--- src/rtl/tcm_pmem_pkg.sv ---
// Shared types and parameter limits for the TCM port-memory arbiter.
package tcm_pmem_pkg;

    typedef enum logic [1:0] {
        NONE = 2'b00,
        CORE = 2'b01,
        AXI  = 2'b10
    } src_t;

    localparam int READ_LAT_MIN   = 1;
    localparam int READ_LAT_MAX   = 4;
    localparam int STARVE_MIN     = 1;
    localparam int STARVE_MAX_LIM = 255;
    localparam int STARVE_CNT_W   = 8;

endpackage

--- src/rtl/tcm_pmem_rd_pipe.sv ---
// Read-return tag pipeline: replays each read's source tag READ_LAT cycles later.
module tcm_pmem_rd_pipe
    import tcm_pmem_pkg::*;
#(
    parameter int READ_LAT = 1
) (
    input  logic clk_i,
    input  logic rst_i,
    input  logic i_rd,
    input  src_t i_tag,
    output logic o_rvalid,
    output src_t o_rsrc
);

    src_t r_tag [READ_LAT];

    // A NONE tag marks an empty slot, so no separate valid bit is carried.
    always_ff @(posedge clk_i or posedge rst_i) begin
        if (rst_i) begin
            for (int i = 0; i < READ_LAT; i++) begin
                r_tag[i] <= NONE;
            end
        end else begin
            r_tag[0] <= i_rd ? i_tag : NONE;
            for (int i = 1; i < READ_LAT; i++) begin
                r_tag[i] <= r_tag[i-1];
            end
        end
    end

    assign o_rvalid = (r_tag[READ_LAT-1] != NONE);
    assign o_rsrc   = r_tag[READ_LAT-1];

endmodule

--- src/rtl/tcm_pmem_arb.sv ---
// Core/AXI arbiter for a single-port TCM with starvation guard for AXI.
// Build option TCM_PMEM_ARB_RR_EN: round-robin AXI write/read selection instead of write-first.
module tcm_pmem_arb
    import tcm_pmem_pkg::*;
#(
    parameter int ADDR_W     = 32,
    parameter int DATA_W     = 32,
    parameter int DEPTH      = 8192,
    parameter int READ_LAT   = 1,
    parameter int STARVE_MAX = 7
) (
    input  logic                     clk_i,
    input  logic                     rst_i,
    input  logic                     core_req_i,
    input  logic                     core_wr_i,
    input  logic [ADDR_W-1:0]        core_addr_i,
    output logic                     core_accept_o,
    input  logic                     axi_awvalid_i,
    input  logic [ADDR_W-1:0]        axi_awaddr_i,
    output logic                     axi_awready_o,
    input  logic                     axi_arvalid_i,
    input  logic [ADDR_W-1:0]        axi_araddr_i,
    output logic                     axi_arready_o,
    output logic [$clog2(DEPTH)-1:0] mem_addr_o,
    output logic                     mem_wr_o,
    output logic                     mem_rd_o,
    output logic                     mem_rvalid_o,
    output logic [1:0]               mem_rsrc_o
);

    localparam int ADDR_LSB = $clog2(DATA_W / 8);
    localparam int MEM_AW   = $clog2(DEPTH);
    localparam logic [STARVE_CNT_W-1:0] STARVE_LIM = STARVE_CNT_W'(STARVE_MAX);

    if (READ_LAT < READ_LAT_MIN || READ_LAT > READ_LAT_MAX) begin : g_bad_read_lat
        $error("tcm_pmem_arb: READ_LAT out of range");
    end
    if (STARVE_MAX < STARVE_MIN || STARVE_MAX > STARVE_MAX_LIM) begin : g_bad_starve_max
        $error("tcm_pmem_arb: STARVE_MAX out of range");
    end

    logic                    r_en;
    logic [STARVE_CNT_W-1:0] r_starve_cnt;
    logic [MEM_AW-1:0]       r_mem_addr;
    logic                    r_mem_wr;
    logic                    r_mem_rd;
    src_t                    r_rd_tag;
    logic                    w_any_axi;
    logic                    w_aw_first;
    logic                    w_gnt_core;
    logic                    w_gnt_aw;
    logic                    w_gnt_ar;
    logic                    w_gnt_axi;
    logic [ADDR_W-1:0]       w_sel_addr;
    logic                    w_unused;
    src_t                    w_rsrc;

`ifdef TCM_PMEM_ARB_RR_EN
    logic r_rr_ptr;

    always_ff @(posedge clk_i or posedge rst_i) begin
        if (rst_i) begin
            r_rr_ptr <= 1'b0;
        end else if (w_gnt_axi) begin
            r_rr_ptr <= ~r_rr_ptr;
        end
    end

    assign w_aw_first = ~r_rr_ptr;
`else
    assign w_aw_first = 1'b1;
`endif

    assign w_any_axi = axi_awvalid_i | axi_arvalid_i;
    assign w_gnt_axi = w_gnt_aw | w_gnt_ar;

    // r_en keeps the first cycle after reset release free of grants.
    always_comb begin
        w_gnt_core = 1'b0;
        w_gnt_aw   = 1'b0;
        w_gnt_ar   = 1'b0;
        w_sel_addr = core_addr_i;
        if (r_en) begin
            if (core_req_i && !(w_any_axi && (r_starve_cnt == STARVE_LIM))) begin
                w_gnt_core = 1'b1;
            end else if (axi_awvalid_i && (w_aw_first || !axi_arvalid_i)) begin
                w_gnt_aw   = 1'b1;
                w_sel_addr = axi_awaddr_i;
            end else if (axi_arvalid_i) begin
                w_gnt_ar   = 1'b1;
                w_sel_addr = axi_araddr_i;
            end
        end
    end

    assign core_accept_o = w_gnt_core;
    assign axi_awready_o = w_gnt_aw;
    assign axi_arready_o = w_gnt_ar;
    assign w_unused      = ^w_sel_addr;

    always_ff @(posedge clk_i or posedge rst_i) begin
        if (rst_i) begin
            r_en         <= 1'b0;
            r_starve_cnt <= '0;
        end else begin
            r_en <= 1'b1;
            if (w_gnt_axi || !w_any_axi) begin
                r_starve_cnt <= '0;
            end else if (r_starve_cnt != STARVE_LIM) begin
                r_starve_cnt <= r_starve_cnt + 1'b1;
            end
        end
    end

    always_ff @(posedge clk_i or posedge rst_i) begin
        if (rst_i) begin
            r_mem_addr <= '0;
            r_mem_wr   <= 1'b0;
            r_mem_rd   <= 1'b0;
            r_rd_tag   <= NONE;
        end else begin
            r_mem_wr <= (w_gnt_core & core_wr_i) | w_gnt_aw;
            r_mem_rd <= (w_gnt_core & ~core_wr_i) | w_gnt_ar;
            r_rd_tag <= w_gnt_core ? CORE : AXI;
            if (w_gnt_core || w_gnt_axi) begin
                r_mem_addr <= w_sel_addr[ADDR_LSB +: MEM_AW];
            end
        end
    end

    tcm_pmem_rd_pipe #(
        .READ_LAT (READ_LAT)
    ) u_rd_pipe (
        .clk_i    (clk_i),
        .rst_i    (rst_i),
        .i_rd     (r_mem_rd),
        .i_tag    (r_rd_tag),
        .o_rvalid (mem_rvalid_o),
        .o_rsrc   (w_rsrc)
    );

    assign mem_addr_o = r_mem_addr;
    assign mem_wr_o   = r_mem_wr;
    assign mem_rd_o   = r_mem_rd;
    assign mem_rsrc_o = w_rsrc;

endmodule

--- config.mk ---
export PLATFORM = sky130hd
export DESIGN_NAME = tcm_pmem_arb
export DESIGN_NICKNAME = d
export VERILOG_FILES = /design/src/rtl/tcm_pmem_pkg.sv /design/src/rtl/tcm_pmem_rd_pipe.sv /design/src/rtl/tcm_pmem_arb.sv
export SDC_FILE = /design/constraint.sdc
export NUM_CORES = 1
export LEC_CHECK = 0
export BUFFER_PORTS_ARGS = -buffer_cell sky130_fd_sc_hd__buf_2
export CORE_MARGIN = 10
export CORE_UTILIZATION = 43
export CTS_CLUSTER_SIZE = 40
export DETAILED_ROUTE_END_ITERATION = 8
export PLACE_DENSITY = 0.85
export SLEW_MARGIN = 20
export SYNTH_ARGS = -nofsm -noshare
export SYNTH_HDL_FRONTEND = slang
export SYNTH_HIERARCHICAL = 1
export SYNTH_SLANG_ARGS = --single-unit
--- constraint.sdc ---
create_clock -name clk_i -period 3.53 [get_ports clk_i]
set_input_delay 0.1765 -clock clk_i [delete_from_list [all_inputs] [get_ports clk_i]]
set_output_delay 0.1765 -clock clk_i [all_outputs]
set_load 0.1 [all_outputs]
Word-level counts from Yosys, hierarchy flattened
Index checks and enable logic that the tools add are counted.
- logic and storage cells: 42
- input port bits: 102
- output and inout port bits: 21
- register bits after elaboration: 28
- add/sub/neg operators: 1
- bitwise logic cells: 7
- equal/unequal tests: 2
- reduce and logical (&&, ||, !) cells: 8
- multiplexer cells: 17
- operators with widths (cell ; number):
    15-bit 2-to-1 mux ; 4
    8-bit 2-to-1 mux ; 2
    1-bit 2-to-1 mux ; 9
    8-bit by 1-bit adder with 8-bit output (second input constant) ; 1
    8-bit by 3-bit == test with 1-bit output (second input constant) ; 1
    8-bit by 3-bit != test with 1-bit output (second input constant) ; 1
    2-bit 2-to-1 mux ; 2
    1-bit bitwise OR ; 4
    2-bit nonzero test ; 2
    1-bit AND ; 2
    1-bit logical AND ; 2
    1-bit zero test ; 2
    1-bit logical OR ; 2
    1-bit NOT ; 1

Logic depth before layout (Yosys ltp)
Gate-level depths: netlist of run 1.
- depth after elaboration: 9
- mapped depth: 6
- gate-level depth less buffers: 5

Cells and area by module
The synthesis of run 1 kept the hierarchy.
- by module, submodules not included (module ; seq. area each (sq um) ; times used ; area an instance (sq um) ; cells an instance):
    tcm_pmem_arb ; 650.6 ; 1 ; 1569.0 ; 167
    tcm_pmem_rd_pipe ; 50.0 ; 1 ; 72.6 ; 6

Worst setup path before layout of run 1
No wires, ideal clock.
- path type: reg-to-output
- start: register r_starve_cnt[0]
- end: output port axi_arready_o
- data required time: 3.354 ns
- cell stages (with the launch flop): 6
- buffers on the path: 1
- arrival: 1.944 ns
- setup slack: 1.409 ns
- path through: dfrtp_1 ha_1 and4bb_4 a21bo_2 buf_6 and4b_1
- longest elaborated chain between the ends: 6
- ends and longest elaborated chain (element ; line ; text):
    from (decl) ; tcm_pmem_arb.sv:43 ; logic [STARVE_CNT_W-1:0] r_starve_cnt;
    from (signal assigned) ; tcm_pmem_arb.sv:110 ; r_starve_cnt <= r_starve_cnt + 1'b1;
    8-bit by 3-bit == test with 1-bit output ; tcm_pmem_arb.sv:84 ; if (core_req_i && !(w_any_axi && (r_starve_cnt == STARVE_LIM))) begin
    1-bit logical AND ; tcm_pmem_arb.sv:84 ;
    1-bit zero test ; tcm_pmem_arb.sv:84 ;
    1-bit logical AND ; tcm_pmem_arb.sv:84 ;
    1-bit 2-to-1 mux ; tcm_pmem_arb.sv:84 ;
    1-bit 2-to-1 mux ; tcm_pmem_arb.sv:83 ; if (r_en) begin
    to (decl) ; tcm_pmem_arb.sv:23 ; output logic axi_arready_o,
No other way between the ends.

Final worst setup path of run 1
Same ends and word-level chain as after synthesis.

==> results.py, run 1 <==
metrics = {
    "status": {
        "outcome": "finished clean",
    },
    "global_routing": {
        "grt.total_usage": 0.120,
        "grt_pass1_vias": 1434,
        "grt_max_degree": 27,
        "grt_pass1_wl_mm": 6.53,
        "antenna_found_initial": 0,
        "overflow": 0,
    },
    "worst_setup_path": {
        "crit_chain": "ha_1 > and4bb_4 > a21bo_2 > and4b_1 > buf_2",
        "startpoint_type": "register",
        "crit_type": "reg2out",
        "r2r-end": "r_starve_cnt[7]",
        "critPathMaxStageDelay_ns": 0.42,
        "crit_start": "r_starve_cnt[0]",
        "end_kind": "output port",
        "arrival_ns": 2.14,
        "reg2reg_slack_ns": 1.69,
        "r2r_cells": 5,
        "worstPathRequired_ns": 3.35,
        "slowest_stage": "dfrtp_1",
        "path_max_fanout": 12,
        "reg2reg_from": "r_starve_cnt[0]",
    },
    "routing": {
        "num_vias": 1457,
        "first_iter_violations": 86,
        "wire_per_inst_um": 15.1,
        "vias_per_cell": 5.19,
        "ant_nets": 0,
        "drc": 0,
        "wl_mm": 4.25,
        "drtPass1Iterations": 4,
    },
    "clock_tree": {
        "clk_pin_slew_ns": 0.09,
        "cts_sinks": 28,
        "cts_tree": "yes",
        "cts-root-buf": "clkbuf_8",
        "post_cts_buffers": 0,
        "clockBufferDepth": 2,
        "clk_latency_ns": 0.27,
        "postCtsResizedCells": 0,
        "cts_max_level": 1,
        "cts_made_buffers": 3,
    },
    "placement": {
        "place_hpwl_mm": 3.17,
        "post-place-cells": 277,
        "io_buffer_count": 65,
        "pre_cts_ws_ns": 1.52,
        "placed_area_sq_um": 1970,
        "place_congestion": 0.839,
    },
    "logic_synthesis": {
        "synthAdderAreaFrac": 0.00762,
        "async_reset_ff_frac": 1.00,
        "synth-seq-area-share": 0.427,
        "synth_top_family_by_area": "simple AND/OR/NAND/NOR gates",
        "yosys-top-cells-area": "dfrtp_1, a31oi_1, mux2i_1",
        "ys.flop_type": "dfrtp_1",
        "synthSimpleGateAreaFrac": 0.242,
        "synth_area_leader_cell": "dfrtp_1",
        "syn-num-nets": 276,
        "synth_enable_flop_cells": 0,
        "synthCells": 173,
        "synth_warnings": 6,
        "syn_area_per_cell_sq_um": 9.49,
        "synth_xor_area_frac": 0.0320,
        "yosysTopAreaCellShare": 0.427,
        "synth_compound_area_frac": 0.178,
        "synthMuxAreaShare": 0.0488,
        "ys_seq_elements": 28,
        "yosysUniqueCellTypes": 37,
        "syn_area_sq_um": 1640,
    },
    "power_and_ir_drop": {
        "p_seq_frac": 0.417,
        "p_comb_frac": 0.394,
        "swShare": 0.426,
        "power_leakage_uw": 0.000993,
        "p_sw_uw": 379,
        "finalPower_uw": 890,
        "power.internal_uw": 511,
        "ir_worst_vdd_v": 0.000264,
        "pwr-share-clk": 0.189,
        "pwr_density_cell_nw_per_um2": 440,
    },
    "final_layout": {
        "fin_cells": 281,
        "layout.nets": 338,
        "n_antenna_cell": 0,
        "drive_above_1_share": 0.348,
        "multi_input_area_sq_um": 838,
        "seq_area_sq_um": 701,
        "nFillCells": 358,
        "syn_to_final_growth_pct": 23.3,
        "final_area_sq_um": 2020,
    },
    "min_path": {
        "holdPathStages": 3,
        "hold_path.class": "in2reg",
        "hp-start": "core_addr_i[5]",
        "hold_end": "mem_addr_o[3]",
    },
    "sta": {
        "skew_ns": 0.00691,
        "timing.fmax_mhz": 431,
        "hold_viol": 0,
        "setup-tns-final_ns": 0,
        "tightest_slew_ns": 0.956,
        "finalWorstPathRequiredPeriod_ns": 2.32,
        "setup_ws_ns": 1.21,
        "relSlewSlack": 0.362,
        "finalCritPeriodShare": 0.657,
        "rsz0062_at_grt": "false",
        "setup_violations": 0,
        "slew_violations": 0,
    },
    "die": {
        "io_pins": 123,
        "rows": 22,
        "die_w_um": 81.8,
        "start_util": 0.445,
        "core_sq_um": 3690,
        "die_y_um": 81.8,
        "die_area_sq_um": 6690,
    },
    "run": {
        "timing.max_cap.violations": 0,
    },
}
==> sequential cells by signal, summed over array words and instances, names as in the netlist <==
register,flops
mem_addr_o,13
mem_wr_o,1
r_en,1
r_starve_cnt,8
mem_rd_o,1
u_rd_pipe/o_rsrc,2
r_rd_tag,2
==> layout make-up <==
type | instances | area share
Multi-Input combinational cell | 124 | 0.414
Sequential cell | 28 | 0.346
Timing Repair Buffer | 67 | 0.169
Tap cell | 48 | 0.0297
Clock buffer | 3 | 0.0204
Inverter | 11 | 0.0204
==> how the worst max path moves through the flow <==
stage,slack [ns],cells after the start,end
floorplan,1.41,5,axi_arready_o
global placement,1.52,5,axi_arready_o
detailed placement,1.52,5,axi_arready_o
CTS,1.21,5,axi_arready_o
global route,1.10,5,axi_arready_o
finish,1.21,5,axi_arready_o
==> worst max-delay path, delay by kind of cell (launching register included) <==
kind	cells	cell delay [ns]
simple gates	2	0.51
compound gates	1	0.30
fa+ha+maj	1	0.22
flops	1	0.42
buf+inv	1	0.42
==> cells by family after synthesis <==
group / count (synthesis)
mux: 8
compound gates: 40
xor+xnor: 6
buf+inv: 21
flops: 28
other cells: 1
simple gates: 68
fa+ha+maj: 1
==> cell usage in the layout (no fill, tap or decap), drive strengths merged, types with 4 or more instances in the layout <==
master	Yosys	routed
buf	8	66
dfrtp	28	28
nor2	14	14
a31oi	14	14
nor2b	12	12
inv	11	11
mux2i	8	8
nand2b	7	7
a21oi	7	7
o22a	7	7
nor3	7	7
nor3b	6	6
o21ai	6	6
nand2	5	5
and2	4	4
and3	4	4
nand3	4	4
==> per-stage QoR <==
stage | utilization | hold slack (ns)
2_1_floorplan | - | -0.0823
3_3_place_gp | 0.535 | 0.0345
3_5_place_dp | 0.535 | 0.0382
4_1_cts | 0.549 | 0.193
5_1_grt | 0.549 | 0.184
6_report | 0.549 | 0.192
==> power groups by stage <==
stage	Clock, uW	Combinational, uW	Sequential, uW
floorplan	0	114	543
global placement	0	349	376
detailed placement	0	353	378
CTS	173	354	372
global route	189	370	376
finish	168	351	371
==> per-layer routing <==
| metal | up-vias | global-route usage | part of all wire |
|---|---|---|---|
| li1 | 722 | - | - |
| met4 | 0 | 0.0425 | 0.0094 |
| met2 | 43 | 0.205 | 0.50 |
| met1 | 690 | 0.148 | 0.43 |
| met5 | - | 0 | 0 |
| met3 | 2 | 0.0229 | 0.059 |
==> synthesized netlist by cell type (4+ instances only) <==
| cell | n |
|---|---|
| buf_2 | 4 |
| nand2b_1 | 7 |
| nand2_1 | 5 |
| o21ai_0 | 6 |
| mux2i_1 | 8 |
| nor2_1 | 14 |
| nand3_1 | 4 |
| and3_1 | 4 |
| o22a_2 | 7 |
| a31oi_1 | 13 |
| nor3_1 | 6 |
| nor3b_1 | 6 |
| inv_1 | 11 |
| dfrtp_1 | 28 |
| nor2b_1 | 12 |
| a21oi_1 | 7 |
| and2_1 | 4 |
==> repair_timing <==
item,CTS,global route
hold endpoints to repair,2,0
setup endpoints to repair,0,0
hold buffers,1,0
Power figures use the tool's default switching activity.
==> inputs of run 2 (changes only) <==
--- a/config.mk
+++ b/config.mk
@@ -7,10 +7,10 @@
 export LEC_CHECK = 0
 export BUFFER_PORTS_ARGS = -buffer_cell sky130_fd_sc_hd__buf_2
 export CORE_MARGIN = 10
-export CORE_UTILIZATION = 43
+export CORE_UTILIZATION = 36
 export CTS_CLUSTER_SIZE = 40
 export DETAILED_ROUTE_END_ITERATION = 8
-export PLACE_DENSITY = 0.85
+export PLACE_DENSITY = 0.76
 export SLEW_MARGIN = 20
 export SYNTH_ARGS = -nofsm -noshare
 export SYNTH_HDL_FRONTEND = slang
==> constraint.sdc (replaced) <==
create_clock -name clk_i -period 2 [get_ports clk_i]
set_input_delay 0.1 -clock clk_i [delete_from_list [all_inputs] [get_ports clk_i]]
set_output_delay 0.1 -clock clk_i [all_outputs]
set_load 0.1 [all_outputs]
==> run 2 against run 1 <==
Effect of this change: cell count grew 3.9%; sequential share of layout area shrank 2.2 points; critical path depth is the same; cell area grew 6.7%; clock power grew to 2.6 times the previous value; count of clock-buffer cells in the layout is the same; critical path type unchanged.
==> results.py, run 2 (same netlist as run 1, synthesis figures left out) <==
metrics = {
    "sta": {
        "rsz0062_at_grt": "false",
        "setup-tns-final_ns": 0,
        "skew_ns": 0.00535,
        "setup_violations": 0,
        "timing.fmax_mhz": 526,
        "finalCritPeriodShare": 0.951,
        "timing.hold.ws_ns": 0.116,
        "hold_viol": 0,
        "setup_ws_ns": 0.0981,
        "relSlewSlack": 0.550,
        "finalWorstPathRequiredPeriod_ns": 1.90,
        "slew_violations": 0,
        "tightest_slew_ns": 0.674,
    },
    "clock_tree": {
        "cts_max_level": 1,
        "cts_tree": "yes",
        "cts-root-buf": "clkbuf_8",
        "clk_latency_ns": 0.27,
        "clk_pin_slew_ns": 0.09,
        "clockBufferDepth": 2,
        "cts_sinks": 28,
        "cts_made_buffers": 3,
    },
    "routing": {
        "vias_per_cell": 4.90,
        "first_iter_violations": 39,
        "drtPass1Iterations": 4,
        "ant_nets": 0,
        "drc": 0,
        "wl_met1_mm": 1.95,
        "wl_mm": 4.40,
        "top_layer": "met4",
        "wire_per_inst_um": 15.1,
        "num_vias": 1432,
        "met2_length_mm": 2.13,
        "wl_met3_um": 287,
    },
    "power_and_ir_drop": {
        "p_sw_uw": 685,
        "pwr_density_cell_nw_per_um2": 805,
        "pwr-share-clk": 0.253,
        "finalPower_uw": 1740,
        "ir_worst_vdd_v": 0.000416,
        "swShare": 0.394,
        "p_comb_frac": 0.368,
        "power.internal_uw": 1050,
        "power_leakage_uw": 0.00105,
        "p_seq_frac": 0.379,
    },
    "placement": {
        "pre_cts_ws_ns": 0.132,
        "io_buffer_count": 65,
        "place_hpwl_mm": 3.34,
        "place_congestion": 0.784,
    },
    "worst_setup_path": {
        "arrival_ns": 1.80,
        "reg2reg_from": "r_starve_cnt[0]",
        "crit_type": "reg2out",
        "worstPathRequired_ns": 1.90,
        "end_kind": "output port",
        "path_max_fanout": 5,
        "startpoint_type": "register",
        "reg2reg_slack_ns": 0.30,
        "r2r_cells": 6,
        "r2r-end": "mem_addr_o[8]",
    },
    "global_routing": {
        "overflow": 0,
        "grt.total_usage": 0.116,
        "grt_pass1_vias": 1514,
        "antenna_found_initial": 0,
        "grt_max_degree": 27,
        "grt_pass1_wl_mm": 7.20,
    },
    "die": {
        "die_y_um": 87.5,
        "start_util": 0.374,
        "io_pins": 123,
        "rows": 24,
        "die_w_um": 87.5,
        "core_sq_um": 4380,
        "die_area_sq_um": 7660,
    },
    "final_layout": {
        "drive_above_1_share": 0.379,
        "largest_reg_flops": 13,
        "final_util": 0.493,
        "mostFrequentLayoutCells": "buf_2, dfrtp_1, nor2_1",
        "final_common_cell": "buf_2",
        "syn_to_final_growth_pct": 31.6,
        "layout.nets": 344,
        "nFillCells": 403,
        "n_antenna_cell": 0,
    },
    "run": {
        "timing.max_cap.violations": 0,
    },
    "min_path": {
        "holdPathStages": 3,
        "hp-start": "core_addr_i[14]",
        "hold_path.class": "in2reg",
        "hold_end": "mem_addr_o[12]",
    },
    "status": {
        "outcome": "finished clean",
    },
}
## run 2: cell count changes in the layout (fill, tap and decap cells not counted), sizes merged
cell / previous run / this run
buf: 66 / 72
bufinv: 0 / 1
## run 2: layout make-up
| type | count | area (sq um) | area share |
|---|---|---|---|
| tap | 52 | 65.1 | 0.0301 |
| clock buffer | 3 | 41.3 | 0.0191 |
| inverter | 11 | 41.3 | 0.0191 |
| clock inverter | 1 | 30.0 | 0.0139 |
| multi-input combinational | 124 | 850 | 0.393 |
| timing repair buffer | 73 | 433 | 0.200 |
| sequential | 28 | 701 | 0.324 |
## run 2: worst max-delay path, cell delays in order (launching register included)
cell and delay (ns):
dfrtp_1 0.42, ha_2 0.23, and4bb_4 0.29, a21bo_4 0.16, and4b_2 0.25, buf_12 0.18
## run 2: worst max-delay path by stage
stage / end / startpoint / cells after the start / slack (ns)
2_1_floorplan: mem_rvalid_o / u_rd_pipe/o_rsrc[1] / 1 / 0.19
6_report: axi_arready_o / r_starve_cnt[0] / 5 / 0.1
5_1_grt: axi_arready_o / r_starve_cnt[0] / 5 / 0.01
3_3_place_gp: r_starve_cnt[1] / r_starve_cnt[0] / 5 / 0.21
3_5_place_dp: r_starve_cnt[7] / r_starve_cnt[0] / 5 / 0.13
4_1_cts: axi_arready_o / r_starve_cnt[0] / 5 / -0.003
## run 2: power groups by stage
stage                     combinational (uW)  clock, uW  sequential (uW)
after floorplan                          201          0              958
after global placement                   628          0              665
after detailed placement                 635          0              669
after CTS                                642        448              659
after global routing                     680        475              668
final                                    640        441              659
## run 2: repair_timing
action / 4_1_cts / 5_1_grt
gates resized for setup: 1 / 1
hold buffers: 1 / 0
cloned: 0 / 0
pin swaps: 1 / 0
setup buffers: 2 / 2
setup endpoints to repair: 3 / 2
hold endpoints to repair: 28 / 0
## run 2: routing by layer
layer  up-vias  GRT usage
met5         -          0
met4         0     0.0261
met3         4     0.0421
met1       664      0.137
met2        33      0.194
li1        731          -
## run 2: through the flow
stage / cells / instance area (sq um)
floorplan: 173 / 1640
global placement: 283 / 2040
detailed placement: 283 / 2040
CTS: 290 / 2140
global route: 292 / 2160
finish: 292 / 2160
